[config.mk]
export PLATFORM = sky130hd
export DESIGN_NAME = qam_demapper_mod
export DESIGN_NICKNAME = d
export VERILOG_FILES = /design/src/rtl/qam_demapper_pkg.sv /design/src/rtl/qam_axis_slicer.sv /design/src/rtl/qam_demapper_mod.sv
export SDC_FILE = /design/constraint.sdc
export NUM_CORES = 1
export LEC_CHECK = 0
export CAP_MARGIN = 5
export CORE_ASPECT_RATIO = 1.75
export CORE_MARGIN = 3
export CORE_UTILIZATION = 50
export CTS_BUF_LIST = sky130_fd_sc_hd__clkbuf_16
export DETAILED_ROUTE_END_ITERATION = 7
export PLACE_DENSITY = 0.65
export SLEW_MARGIN = 10
export SYNTH_ARGS = -nofsm -noshare
export SYNTH_HDL_FRONTEND = slang
export SYNTH_SLANG_ARGS = --single-unit
[constraint.sdc]
create_clock -name sclk -period 4.5 [get_ports sclk]
set_clock_uncertainty 0.15 [all_clocks]
set_input_delay 0.9 -clock sclk [delete_from_list [all_inputs] [get_ports sclk]]
set_output_delay 0.9 -clock sclk [all_outputs]
set_load 0.02 [all_outputs]
[src/rtl/qam_demapper_pkg.sv]
// Shared definitions for the M-QAM hard-decision demapper.
// Holds the mode encodings, the calibration FSM state type and small helpers
// (binary-to-Gray conversion and per-axis bit count for a given mode).
package qam_demapper_pkg;

  localparam logic [1:0] MODE_QPSK = 2'b00;
  localparam logic [1:0] MODE_16   = 2'b01;
  localparam logic [1:0] MODE_64   = 2'b10;

  typedef enum logic {
    ST_RUN,
    ST_CAL
  } state_t;

  function automatic logic [2:0] gray3(input logic [2:0] bin);
    return bin ^ (bin >> 1);
  endfunction

  // Mode 2'b11 is not a valid constellation and falls back to QPSK.
  function automatic logic [1:0] bits_per_axis(input logic [1:0] m);
    case (m)
      MODE_16: return 2'd2;
      MODE_64: return 2'd3;
      default: return 2'd1;
    endcase
  endfunction

endpackage

[src/rtl/qam_axis_slicer.sv]
// Single-axis hard decision for the M-QAM demapper.
// Ports:
//   x     - offset-corrected signed axis value
//   mode  - constellation select (QPSK / 16QAM / 64QAM)
//   code  - Gray-coded level index, right-aligned (only the low nbits are used)
//   nbits - number of bits this axis contributes to the symbol
module qam_axis_slicer
  import qam_demapper_pkg::*;
#(
  parameter int IQ_W = 8,
  parameter int STEP = 16
) (
  input  logic signed [IQ_W-1:0] x,
  input  logic        [1:0]      mode,
  output logic        [2:0]      code,
  output logic        [1:0]      nbits
);

  localparam int AW = IQ_W + 2;

  logic        [1:0]    nb;
  logic signed [AW-1:0] half_span;
  logic signed [AW-1:0] t;
  logic        [AW-1:0] q;
  logic        [AW-1:0] k_max;
  logic        [2:0]    k;

  // Shifting by L*STEP turns the level index into floor(t / (2*STEP)),
  // which is then clamped into [0, L-1].
  always_comb begin
    nb        = bits_per_axis(mode);
    half_span = AW'(STEP << nb);
    k_max     = AW'((1 << nb) - 1);
    t         = $signed({{2{x[IQ_W-1]}}, x}) + half_span;
    q         = '0;
    k         = 3'd0;
    if (!t[AW-1]) begin
      q = $unsigned(t) / AW'(2 * STEP);
      k = (q > k_max) ? k_max[2:0] : q[2:0];
    end
    code  = gray3(k);
    nbits = nb;
  end

endmodule

[src/rtl/qam_demapper_mod.sv]
// Hard-decision M-QAM demapper (QPSK / 16QAM / 64QAM, Gray per axis) with
// runtime DC-offset calibration and a gapless MSB-first serial bit output.
// Ports:
//   sclk, rst          - clock (rising edge) and async active-low reset
//   en                 - block enable; gates in_ready only
//   cal                - one-cycle pulse starting an offset calibration
//   mode               - 00 QPSK, 01 16QAM, 10 64QAM, 11 QPSK
//   I_in, Q_in         - signed input samples
//   in_valid/in_ready  - input handshake
//   data_out           - serial bit, valid while data_valid
//   sym_start          - marks the first bit of each symbol
//   cal_busy           - calibration in progress
//
// state  | meaning
// ST_RUN | accepted samples are offset-corrected and demapped
// ST_CAL | accepted samples are accumulated to estimate the I/Q DC offset
module qam_demapper_mod
  import qam_demapper_pkg::*;
#(
  parameter int IQ_W     = 8,
  parameter int STEP     = 16,
  parameter int CAL_LOG2 = 4
) (
  input  logic                   sclk,
  input  logic                   rst,
  input  logic                   en,
  input  logic                   cal,
  input  logic        [1:0]      mode,
  input  logic signed [IQ_W-1:0] I_in,
  input  logic signed [IQ_W-1:0] Q_in,
  input  logic                   in_valid,
  output logic                   in_ready,
  output logic                   data_out,
  output logic                   data_valid,
  output logic                   sym_start,
  output logic                   cal_busy
);

  localparam int AW = IQ_W + CAL_LOG2;

  state_t                 state;
  logic signed [AW-1:0]   acc_i, acc_q;
  logic signed [AW-1:0]   acc_i_nx, acc_q_nx;
  logic [CAL_LOG2-1:0]    cal_left;
  logic signed [IQ_W-1:0] off_i, off_q;
  logic                   s1_valid;
  logic signed [IQ_W-1:0] s1_i, s1_q;
  logic [1:0]             s1_mode;
  logic [5:0]             shreg;
  logic [2:0]             cnt;
  logic [2:0]             gray_i, gray_q;
  logic [1:0]             nb_i, nb_q;
  logic [5:0]             sym;
  logic [2:0]             sym_len;
  logic                   load;
  logic                   accept;

  function automatic logic signed [IQ_W-1:0] sat_sub(
    input logic signed [IQ_W-1:0] a,
    input logic signed [IQ_W-1:0] b
  );
    logic signed [IQ_W:0] d;
    d = $signed({a[IQ_W-1], a}) - $signed({b[IQ_W-1], b});
    if (d[IQ_W] != d[IQ_W-1])
      return d[IQ_W] ? {1'b1, {(IQ_W-1){1'b0}}} : {1'b0, {(IQ_W-1){1'b1}}};
    return d[IQ_W-1:0];
  endfunction

  qam_axis_slicer #(.IQ_W(IQ_W), .STEP(STEP)) u_slice_i (
    .x     (s1_i),
    .mode  (s1_mode),
    .code  (gray_i),
    .nbits (nb_i)
  );

  qam_axis_slicer #(.IQ_W(IQ_W), .STEP(STEP)) u_slice_q (
    .x     (s1_q),
    .mode  (s1_mode),
    .code  (gray_q),
    .nbits (nb_q)
  );

  // Symbol is MSB-aligned in the shift register: I bits then Q bits.
  always_comb begin
    case (s1_mode)
      MODE_16: sym = {gray_i[1:0], gray_q[1:0], 2'b00};
      MODE_64: sym = {gray_i, gray_q};
      default: sym = {gray_i[0], gray_q[0], 4'b0000};
    endcase
    sym_len = {1'b0, nb_i} + {1'b0, nb_q};
  end

  // Loading while the last bit is on the wire keeps symbols back-to-back.
  assign load       = s1_valid && (cnt <= 3'd1);
  // rst term forces in_ready low during reset even with en high.
  assign in_ready   = rst && en && (!s1_valid || load);
  assign accept     = in_valid && in_ready;
  assign acc_i_nx   = acc_i + AW'(I_in);
  assign acc_q_nx   = acc_q + AW'(Q_in);
  assign data_out   = shreg[5];
  assign data_valid = (cnt != 3'd0);
  assign cal_busy   = (state == ST_CAL);

  always_ff @(posedge sclk or negedge rst) begin
    if (!rst) begin
      state     <= ST_RUN;
      acc_i     <= '0;
      acc_q     <= '0;
      cal_left  <= '0;
      off_i     <= '0;
      off_q     <= '0;
      s1_valid  <= 1'b0;
      s1_i      <= '0;
      s1_q      <= '0;
      s1_mode   <= MODE_QPSK;
      shreg     <= '0;
      cnt       <= 3'd0;
      sym_start <= 1'b0;
    end else begin
      if (load) begin
        shreg <= sym;
        cnt   <= sym_len;
      end else if (cnt != 3'd0) begin
        shreg <= {shreg[4:0], 1'b0};
        cnt   <= cnt - 3'd1;
      end
      sym_start <= load;

      if (accept && state == ST_RUN) begin
        s1_valid <= 1'b1;
        s1_i     <= sat_sub(I_in, off_i);
        s1_q     <= sat_sub(Q_in, off_q);
        s1_mode  <= mode;
      end else if (load) begin
        s1_valid <= 1'b0;
      end

      case (state)
        ST_RUN: begin
          if (cal) begin
            state    <= ST_CAL;
            acc_i    <= '0;
            acc_q    <= '0;
            cal_left <= '1;
          end
        end
        ST_CAL: begin
          if (accept) begin
            acc_i <= acc_i_nx;
            acc_q <= acc_q_nx;
            if (cal_left == '0) begin
              off_i <= IQ_W'(acc_i_nx >>> CAL_LOG2);
              off_q <= IQ_W'(acc_q_nx >>> CAL_LOG2);
              state <= ST_RUN;
            end else begin
              cal_left <= cal_left - 1'b1;
            end
          end
        end
      endcase
    end
  end

endmodule

After elaboration in Yosys (flattened, before gate mapping)
Cells that the tools add are included.

Add/subtract/negate cells: 10. Shifts and indexed selects: 2. Order comparisons: 3. Bitwise gates (word level): 3. Reduce and logical (&&, ||, !) cells: 14. Equal/unequal tests: 7. Multiplexer cells: 35.

Operators with widths (number): two-way mux 8 bit (6); one-hot mux 12 bit (2 select lines) (2); two-way mux 12 bit (3); adder 12 x 8 -> 12 bit (2); adder 8 x 10 -> 10 bit (2); greater-than comparator 5 x 10 -> 1 bit (2); two-way mux 3 bit (6); subtractor 8 x 8 -> 9 bit (2); two-way mux 4 bit (3); two-way mux 6 bit (2); one-hot mux 6 bit (2 select lines) (1); left shift 1 x 2 -> 10 bit (first input constant) (1); left shift 5 x 2 -> 10 bit (first input constant) (1); subtractor 10 x 2 -> 10 bit (second input constant) (1); two-way mux 1 bit (9); one-hot mux 4 bit (2 select lines) (1); AND reduction 3 bit (2); bitwise XOR 3 x 2 -> 3 bit (2); logical AND 1 bit (5); zero test 4 bit (1); != test 2 bit (second input constant) (2); one-hot mux 2 bit (2 select lines) (1); nonzero test 2 bit (2); subtractor 4 x 1 -> 4 bit (second input constant) (1); 13 further kinds (14).

Register bits: 74. Output and inout port bits: 5. Input bits: 23. Logic and storage cells: 87.

Longest topological paths before layout
Gate-level depths: netlist of the first run.

Word-level depth: 10. Gate-level depth with buffers: 16. Depth with buffers taken out: 15.

By module
Synthesis of the first run repeated with hierarchy kept, for this count alone.

Cell total of the unflattened synthesis: 651. Area, all modules: 5943.2 µm².

Modules (own cells, without submodules): qam_demapper_mod (seq. area each 1851.8 µm², instances 1, area an instance 5057.4 µm², cells each 537); qam_axis_slicer (seq. area each 0.0 µm², instances 2, area an instance 442.9 µm², cells each 57).

Least setup slack after synthesis of the first run
No wires, ideal clock.

Path type: register to register. Start point: register s1_mode[1]. End point: register shreg[4]. Required time: 4224 ps. Cell stages (with the launch flop): 16. Slack: 1026 ps. Path buffers: 1. Arrival time: 3198 ps. Setup time: 126 ps. Period minus slack after synthesis: 3474 ps. Cell sequence: dfrtp_1 inv_1 ha_1 ha_1 and3_1 a221o_1 xnor2_2 inv_2 ha_1 or2_2 clkbuf_1 o2111ai_1 o41a_1 nand3_1 and2_0 a221o_1.

Longest elaborated chain between the ends: 10. Elaborated cells on any way between the ends: 18. Classes of those cells: 3 x add/sub; 2 x order compare; 2 x eq/ne; 2 x shift; 7 x mux; 2 x bitwise.

Ends and longest elaborated chain: start, declared (line qam_demapper_mod.sv:48) `logic [1:0] s1_mode;`; start signal, assigned (line qam_demapper_mod.sv:133) `s1_mode <= mode;`; == test 2 bit or == test 2 x 1 -> 1 bit (tied branches) (line qam_demapper_pkg.sv:21, qam_demapper_mod.sv:85); one-hot mux 2 bit (2 select lines) (line qam_demapper_pkg.sv:21) `case (m)`; left shift 5 x 2 -> 10 bit or left shift 1 x 2 -> 10 bit (tied branches) (line qam_axis_slicer.sv:32, qam_axis_slicer.sv:33); adder 8 x 10 -> 10 bit or subtractor 10 x 2 -> 10 bit (tied branches) (line qam_axis_slicer.sv:34, qam_axis_slicer.sv:33); greater-than comparator 5 x 10 -> 1 bit (line qam_axis_slicer.sv:39) `k = (q > k_max) ? k_max[2:0] : q[2:0];`; two-way mux 3 bit (line qam_axis_slicer.sv:39); two-way mux 3 bit (line qam_axis_slicer.sv:37) `if (!t[AW-1]) begin`; bitwise XOR 3 x 2 -> 3 bit (line qam_demapper_pkg.sv:16) `return bin ^ (bin >> 1);`; one-hot mux 6 bit (2 select lines) (*) (line qam_demapper_mod.sv:85) `case (s1_mode)`; two-way mux 6 bit (*) (line qam_demapper_mod.sv:120) `if (load) begin`; end signal, assigned (line qam_demapper_mod.sv:121) `shreg <= sym;`; end signal, assigned (line qam_demapper_mod.sv:124) `shreg <= {shreg[4:0], 1'b0};`; end, declared (line qam_demapper_mod.sv:49) `logic [5:0] shreg;`.

Every way passes the cells marked *; elsewhere a longest branch is shown, timed or not. A chain may end at the register's enable or synchronous reset.

Worst setup path after layout of the first run
Start point: register s1_mode[0]. End point: register shreg[4].

The elaborated chain is that of the path after synthesis.

==> reports/summary.txt, run 1 <==
Run status = finished clean
Sequential Area = 0.00165 mm2
Clock root cell = clkbuf_16
Worst-path clk slew = 0.06 ns
Total net switching power = 1.77 mW
Multi-input combinational cell area = 0.00346 mm2
Core area = 0.0104 mm2
DRT Pass-1 Iters = 7
Post-CTS Setup Bufs = 0
Layout fillers = 946
Post-Syn Instances = 594
Antenna cells = 0
# IOs = 28
Site row count = 49
Max Root-Sink Buffers = 2
Initial drt markers = 179
Post-synth EDFFs = 0
Clock sinks = 66
Flop pwr share = 0.240
Via/cell ratio = 6.03
Most frequently used flop master after synthesis = dfrtp_1
RSZ-0062 raised after global routing = false
Final Util = 0.578
Area grow syn2layout = 11.8%
Min-Delay Path Class = flip-flop to flip-flop
Fin. Hold Viols = 0
CP max FO = 21
Layout cell share with drive strength beyond 1 = 0.0596
Die area = 0.0120 mm2
Final Setup Violations = 0
Peak supply drop = 309 uV
First-pass GRT wire length = 21700 um
Vias = 4510
Leakage = 2.89 nW
Gate power share = 0.612
Largest net degree at the start of global routing = 41
CTS buffer count = 9
Synth cell types = 75
Internal Power = 2.30 mW
Commonest non-fill, non-tap cell in the layout = dfrtp_1
Syn Std Cell Area = 0.00536 mm2
Measured slew at the worst slew-check pin = 1.10 ns
Die height = 143 um
HPWL after DPL = 9800 um
Clock power frac = 0.148
Syn Area/Cell = 9.02 um2
Gates resized, CTS repair = 0
Total Routed Length = 12700 um
Setup Total Neg Slack = 0 ns
Critical path class = flip-flop to flip-flop
Insertion delay to the later sink of the worst-skew pair = 0.33 ns
Critical Path End Type = flip-flop
Pwr/cell area = 678 mW/mm2
DRC Markers = 0
Syn_nets = 679
H-tree levels = 3
Die Span X = 84.2 um
Dpl cells = 735
Synth Register Bits = 66
Synth top area share = 0.308
Startpoint Class = flip-flop
Worst Path Required = 4.57 ns
I/O Buffers = 27
Fin nets = 704
Area contributors post-synth = dfrtp_1 (31%), ha_1 (14%), xnor2_1 (4.1%), nand2_1 (4.0%), o21ai_0 (3.2%)
Number of global-route vias before repair = 4788
Antenna violations before repair = 0
DRT antenna net count = 0
Max-Cap Viols = 0
Fin crit period = 3.79 ns
Most frequent cells in the layout = dfrtp_1 (66), ha_1 (60), nand2_1 (57), inv_1 (42), o21ai_0 (34)
CTS tree = built
Tcrit/Tclk final = 0.843
RD Place Congestion = 0.927
Area leader, netlist = dfrtp_1
Fin Hold WS = 0.336 ns
Initial Util = 0.517
Yosys warnings = 0
Achievable Freq = 264 MHz
Congestion Overflow GR = 0
# hold bufs at CTS = 0
Fraction of registers with async set/reset = 1.00
Fin. max-slew vios = 0
Post-layout instance count excluding filler cells = 748
Share of the yosys chip area belonging to registers = 0.308
Gr usage total = 0.224
Average wire per standard cell = 17.0 um
Worst slew margin = 0.268
CP arrival = 3.86 ns
Net Sw Frac = 0.435
-- layer usage --
| layer | vias to the layer above | global-route usage | wire (um) |
|---|---|---|---|
| met5 | - | 0 | 0 |
| met4 | 0 | 0.135 | 573 |
| met3 | 46 | 0.0323 | 363 |
| met2 | 101 | 0.420 | 6980 |
| met1 | 2173 | 0.230 | 4780 |
| li1 | 2190 | - | - |
-- kinds of logic (layout without fill, tap and decap cells) --
family / count (synthesis) / count (layout) / share of synthesized area
AO/OA/AOI/OAI: 167 / 167 / 0.215
flip-flops: 66 / 66 / 0.308
other: 1 / 1 / 0.000700
buffers and inverters: 62 / 89 / 0.0477
adder cells (fa/ha/maj): 62 / 62 / 0.148
XOR/XNOR: 41 / 41 / 0.0790
multiplexers: 20 / 20 / 0.0395
AND/OR/NAND/NOR: 175 / 175 / 0.162
-- worst paths after layout --
check                                             from                     to  slack, ns  depth (start not counted)
worst max register to register  s1_mode[0]$_DFFE_PN0P_   shreg[4]$_DFFE_PN0P_       0.71                         13
max in group asynchronous                          rst   acc_q[5]$_DFFE_PN0P_       2.79                          3
worst min register to register   acc_q[11]$_DFFE_PN0P_  acc_q[11]$_DFFE_PN0P_       0.34                          1
worst max-delay path            s1_mode[0]$_DFFE_PN0P_   shreg[4]$_DFFE_PN0P_       0.71                         13
min in group asynchronous                          rst   s1_valid$_DFFE_PN0P_       0.52                          2
worst min-delay path             acc_q[11]$_DFFE_PN0P_  acc_q[11]$_DFFE_PN0P_       0.34                          1
-- worst max-delay path: stages (launching register included) --
cell       delay [ns]
dfrtp_1          0.37
inv_1            0.08
ha_1             0.60
and3_1           0.31
a221o_1          0.35
xnor2_2          0.22
inv_2            0.09
ha_1             0.21
or2_2            0.37
o2111ai_1        0.10
o41a_1           0.21
nand3_1          0.11
and2_0           0.18
a221o_1          0.32
-- through the flow --
stage | area (um2) | power, mW | worst slack [ns]
after CTS | 5990 | 4.08 | 0.714
after floorplan | 5360 | 2.93 | 1.03
after global routing | 5990 | 4.44 | 0.476
final | 5990 | 4.06 | 0.706
after detailed placement | 5750 | 3.45 | 0.722
after global placement | 5750 | 3.36 | 0.864
-- power groups by stage --
| stage | Clock [mW] | Combinational [mW] | Sequential [mW] |
|---|---|---|---|
| 2_1_floorplan | 0 | 1.99 | 0.935 |
| 4_1_cts | 0.616 | 2.48 | 0.977 |
| 3_5_place_dp | 0 | 2.47 | 0.987 |
| 5_1_grt | 0.636 | 2.79 | 1.01 |
| 6_report | 0.601 | 2.49 | 0.977 |
| 3_3_place_gp | 0 | 2.39 | 0.977 |
-- cell usage after synthesis (all sizes together), types with 4 or more instances --
| cell type | instances |
|---|---|
| clkbuf | 13 |
| xnor2 | 26 |
| nand3 | 27 |
| or2 | 5 |
| inv | 41 |
| o21ai | 42 |
| a21o | 20 |
| mux2 | 9 |
| o21bai | 4 |
| ha | 60 |
| a21oi | 28 |
| nor3 | 8 |
| xor2 | 11 |
| buf | 7 |
| nor2 | 31 |
| nand2 | 58 |
| dfrtp | 66 |
| nor2b | 4 |
| a31oi | 12 |
| mux2i | 11 |
| a211oi | 6 |
| and3 | 11 |
| o211ai | 11 |
| a211o | 4 |
| o21a | 6 |
| and2 | 5 |
| nand2b | 13 |
-- state kept, by name (all words and copies together), names as in the netlist --
signal and flops:
s1_valid 1, s1_i 4, off_i 8, cal_busy 1, sym_start 1, cnt 3, s1_q 4, off_q 8
shreg 6, acc_q 12, acc_i 12, s1_mode 2, cal_left 4
-- cell type report --
type,count,share of cell area
Sequential cell,66,0.276
Tap cell,127,0.0265
Timing Repair Buffer,34,0.0531
Clock inverter,4,0.00251
Clock buffer,9,0.0376
Multi-Input combinational cell,466,0.578
Inverter,42,0.0263
Power figures use the tool's default switching activity.
==> run 2: changes to the inputs <==
==> constraint.sdc (replaced) <==
create_clock -name sclk -period 3.6 [get_ports sclk]
set_clock_uncertainty 0.15 [all_clocks]
set_input_delay 0.72 -clock sclk [delete_from_list [all_inputs] [get_ports sclk]]
set_output_delay 0.72 -clock sclk [all_outputs]
set_load 0.02 [all_outputs]
==> run 2 against run 1 <==
Sequential power is 25% higher. Clock-buffer cell count stayed put. Critical path type unchanged. Design area is 2.9% higher. Setup slack worse by 0.57 ns. Total power is 32% higher. Critical endpoint unchanged. Hold slack worse by 0.0029 ns. Register-to-register slack worse by 0.57 ns. Sequential share of layout area is 0.75 points lower. Non-clock buffer count is 11 higher. Die area stayed put. Clock power is 56% higher.
==> reports/summary.txt, run 2 (synthesis gave the netlist of run 1 again) <==
Run status = finished clean
I/O Buffers = 27 (unchanged)
Total net switching power = 2.29 mW (+30%)
Insertion delay to the later sink of the worst-skew pair = 0.34 ns (about the same)
Via/cell ratio = 5.89 (-2.3%)
CTS tree = built
Initial Util = 0.517 (unchanged)
Peak supply drop = 479 uV (+55%)
Area grow syn2layout = 15.0%
Congestion Overflow GR = 0 (unchanged)
CTS buffer count = 9 (unchanged)
Critical path class = flip-flop to flip-flop
HPWL after DPL = 9850 um (+0.44%)
Hold path start = acc_i[11]$_DFFE_PN0P_
First-pass GRT wire length = 21600 um (-0.45%)
Die height = 143 um (unchanged)
Total power = 5.37 mW (+32%)
Setup crit start = s1_mode[1]$_DFFE_PN0P_
Antenna cells = 0 (unchanged)
CP arrival = 3.53 ns (-0.33 ns)
Worst slew margin = 0.426 (+0.159)
Layout fillers = 901 (-4.8%)
Final worst setup slack = 0.139 ns (-0.567 ns)
Startpoint Class = flip-flop
Site row count = 49 (unchanged)
Most frequent cells in the layout = dfrtp_1 (65), nand2_1 (57), ha_1 (57), inv_1 (39), o21ai_0 (34)
Max-Cap Viols = 0 (unchanged)
Pre-CTS setup slack = 0.0117 ns (-0.710 ns)
Leakage = 2.96 nW (+2.4%)
Total Routed Length = 12800 um (+0.87%)
Antenna violations before repair = 0 (unchanged)
Pwr/cell area = 872 mW/mm2 (+29%)
Commonest non-fill, non-tap cell in the layout = dfrtp_1
Fin nets = 715 (+1.6%)
Fin. max-slew vios = 0 (unchanged)
Achievable Freq = 289 MHz (+9.6%)
Flop pwr share = 0.227 (-0.013)
Die area = 0.0120 mm2 (unchanged)
Fin. Hold Viols = 0 (unchanged)
Final instance area = 0.00616 mm2 (+2.9%)
Gate power share = 0.599 (-0.013)
Layout cell share with drive strength beyond 1 = 0.0898 (+0.0302)
DRC Markers = 0 (unchanged)
Number of global-route vias before repair = 4731 (-1.2%)
Max Root-Sink Buffers = 2 (unchanged)
FF-to-FF setup slack = 0.14 ns (-0.57 ns)
Setup Total Neg Slack = 0 ns (unchanged)
Clock root cell = clkbuf_16
Core area = 0.0104 mm2 (unchanged)
RD Place Congestion = 0.882 (-4.9%)
Die Span X = 84.2 um (unchanged)
Reg2reg start = s1_mode[1]$_DFFE_PN0P_
Final Util = 0.595 (+0.0167)
Critical Path End Type = flip-flop
CP max FO = 7 (-67%)
Gr usage total = 0.224 (+0.000561)
Vias = 4489 (-0.47%)
Clock sinks = 66 (unchanged)
Largest registers = acc_i x12, acc_q x12
RSZ-0062 raised after global routing = false
Crit path max-delay cell type = dfrtp_1
Net Sw Frac = 0.427 (-0.00769)
H-tree levels = 3 (unchanged)
Clock power frac = 0.174 (+0.026)
# IOs = 28 (unchanged)
Crit-path cells = inv_1 -> ha_4 -> ha_1 -> and3_1 -> a221o_1 -> xnor2_2 -> inv_2 -> ha_1 -> or2_4 -> o2111ai_1 -> o41a_1 -> nand3_1 -> and2_0 -> a221o_1
Largest net degree at the start of global routing = 43 (+4.9%)
Initial drt markers = 142 (-21%)
Internal Power = 3.08 mW (+34%)
CP bufs+invs = 2 (unchanged)
Peak per-stage delay on the critical path = 0.37 ns (-0.23 ns)
Measured slew at the worst slew-check pin = 0.861 ns (-0.238 ns)
Tcrit/Tclk final = 0.961 (+0.118)
Worst-path clk slew = 0.06 ns (about the same)
Fin crit period = 3.46 ns (-0.333 ns)
Family with the most delay on the worst path = compound AO/OA/AOI/OAI gates
Worst Path Required = 3.67 ns (-0.90 ns)
Average wire per standard cell = 16.8 um (-0.99%)
Post-DP Area = 0.00582 mm2 (+1.2%)
DRT Pass-1 Iters = 4 (-3)
Final Setup Violations = 0 (unchanged)
DRT antenna net count = 0 (unchanged)
Min-Delay Path Class = flip-flop to flip-flop
==> run 2: changes by cell type in the layout (fill, tap and decap cells not counted), moves of 2 or more <==
| cell | delta |
|---|---|
| buf_4 | +11 |
| bufinv_16 | +2 |
| ha_1 | -3 |
| ha_2 | +2 |
| inv_1 | -3 |
==> run 2: metal layers <==
metal,track usage,up-vias,wire length (um)
li1,-,2223,-
met3,0.0341,40,347
met2,0.428,87,7080
met1,0.227,2139,4820
met4,0.128,0,563
met5,0,-,0
==> run 2: power groups by stage <==
stage / logic [mW] / clock network [mW] / registers [mW]
floorplan: 2.49 / 0 / 1.17
global route: 3.60 / 0.974 / 1.25
global placement: 3.07 / 0 / 1.22
CTS: 3.19 / 0.945 / 1.22
finish: 3.22 / 0.935 / 1.22
detailed placement: 3.16 / 0 / 1.23
==> run 2: per-stage QoR <==
step                std cells  hold WS [ns]
global route              762         0.343
finish                    762         0.333
global placement          744         0.321
CTS                       760         0.337
floorplan                 594         0.274
detailed placement        744         0.325
==> run 2: what timing repair did <==
item                                    in CTS  in global routing
endpoints found under the setup margin       0                  3
setup buffers                                0                  2
gates resized for setup                      0                  7
hold buffers                                 0                  0
==> run 2: path summary, 6_finish.rpt <==
| path | to | cells past startpoint |
|---|---|---|
| setup / recovery | shreg[4]$_DFFE_PN0P_ | 14 |
| hold / removal | acc_i[11]$_DFFE_PN0P_ | 1 |
| setup reg to reg | shreg[4]$_DFFE_PN0P_ | 14 |
| hold reg to reg | acc_i[11]$_DFFE_PN0P_ | 1 |
| max in group asynchronous | s1_mode[0]$_DFFE_PN0P_ | 3 |
| min in group asynchronous | acc_q[8]$_DFFE_PN0P_ | 2 |
==> run 2: final cells by class <==
class                   count  area, um2  share of cell area
multi-input cells         466       3480               0.565
flip-flops and latches     66       1650               0.268
repair buffers             45        400              0.0650
clock buffers               9        225              0.0366
well taps                 127        159              0.0258
inverters                  42        158              0.0256
clock inverters             7       83.8              0.0136
==> run 2: worst register-to-register path, stage by stage (launching register included) <==
cell and delay (ns):
dfrtp_1 0.37, inv_1 0.10, ha_4 0.18, ha_1 0.28, and3_1 0.18, a221o_1 0.35, xnor2_2 0.23, inv_2 0.08
ha_1 0.21, or2_4 0.29, o2111ai_1 0.09, o41a_1 0.22, nand3_1 0.11, and2_0 0.18, a221o_1 0.31
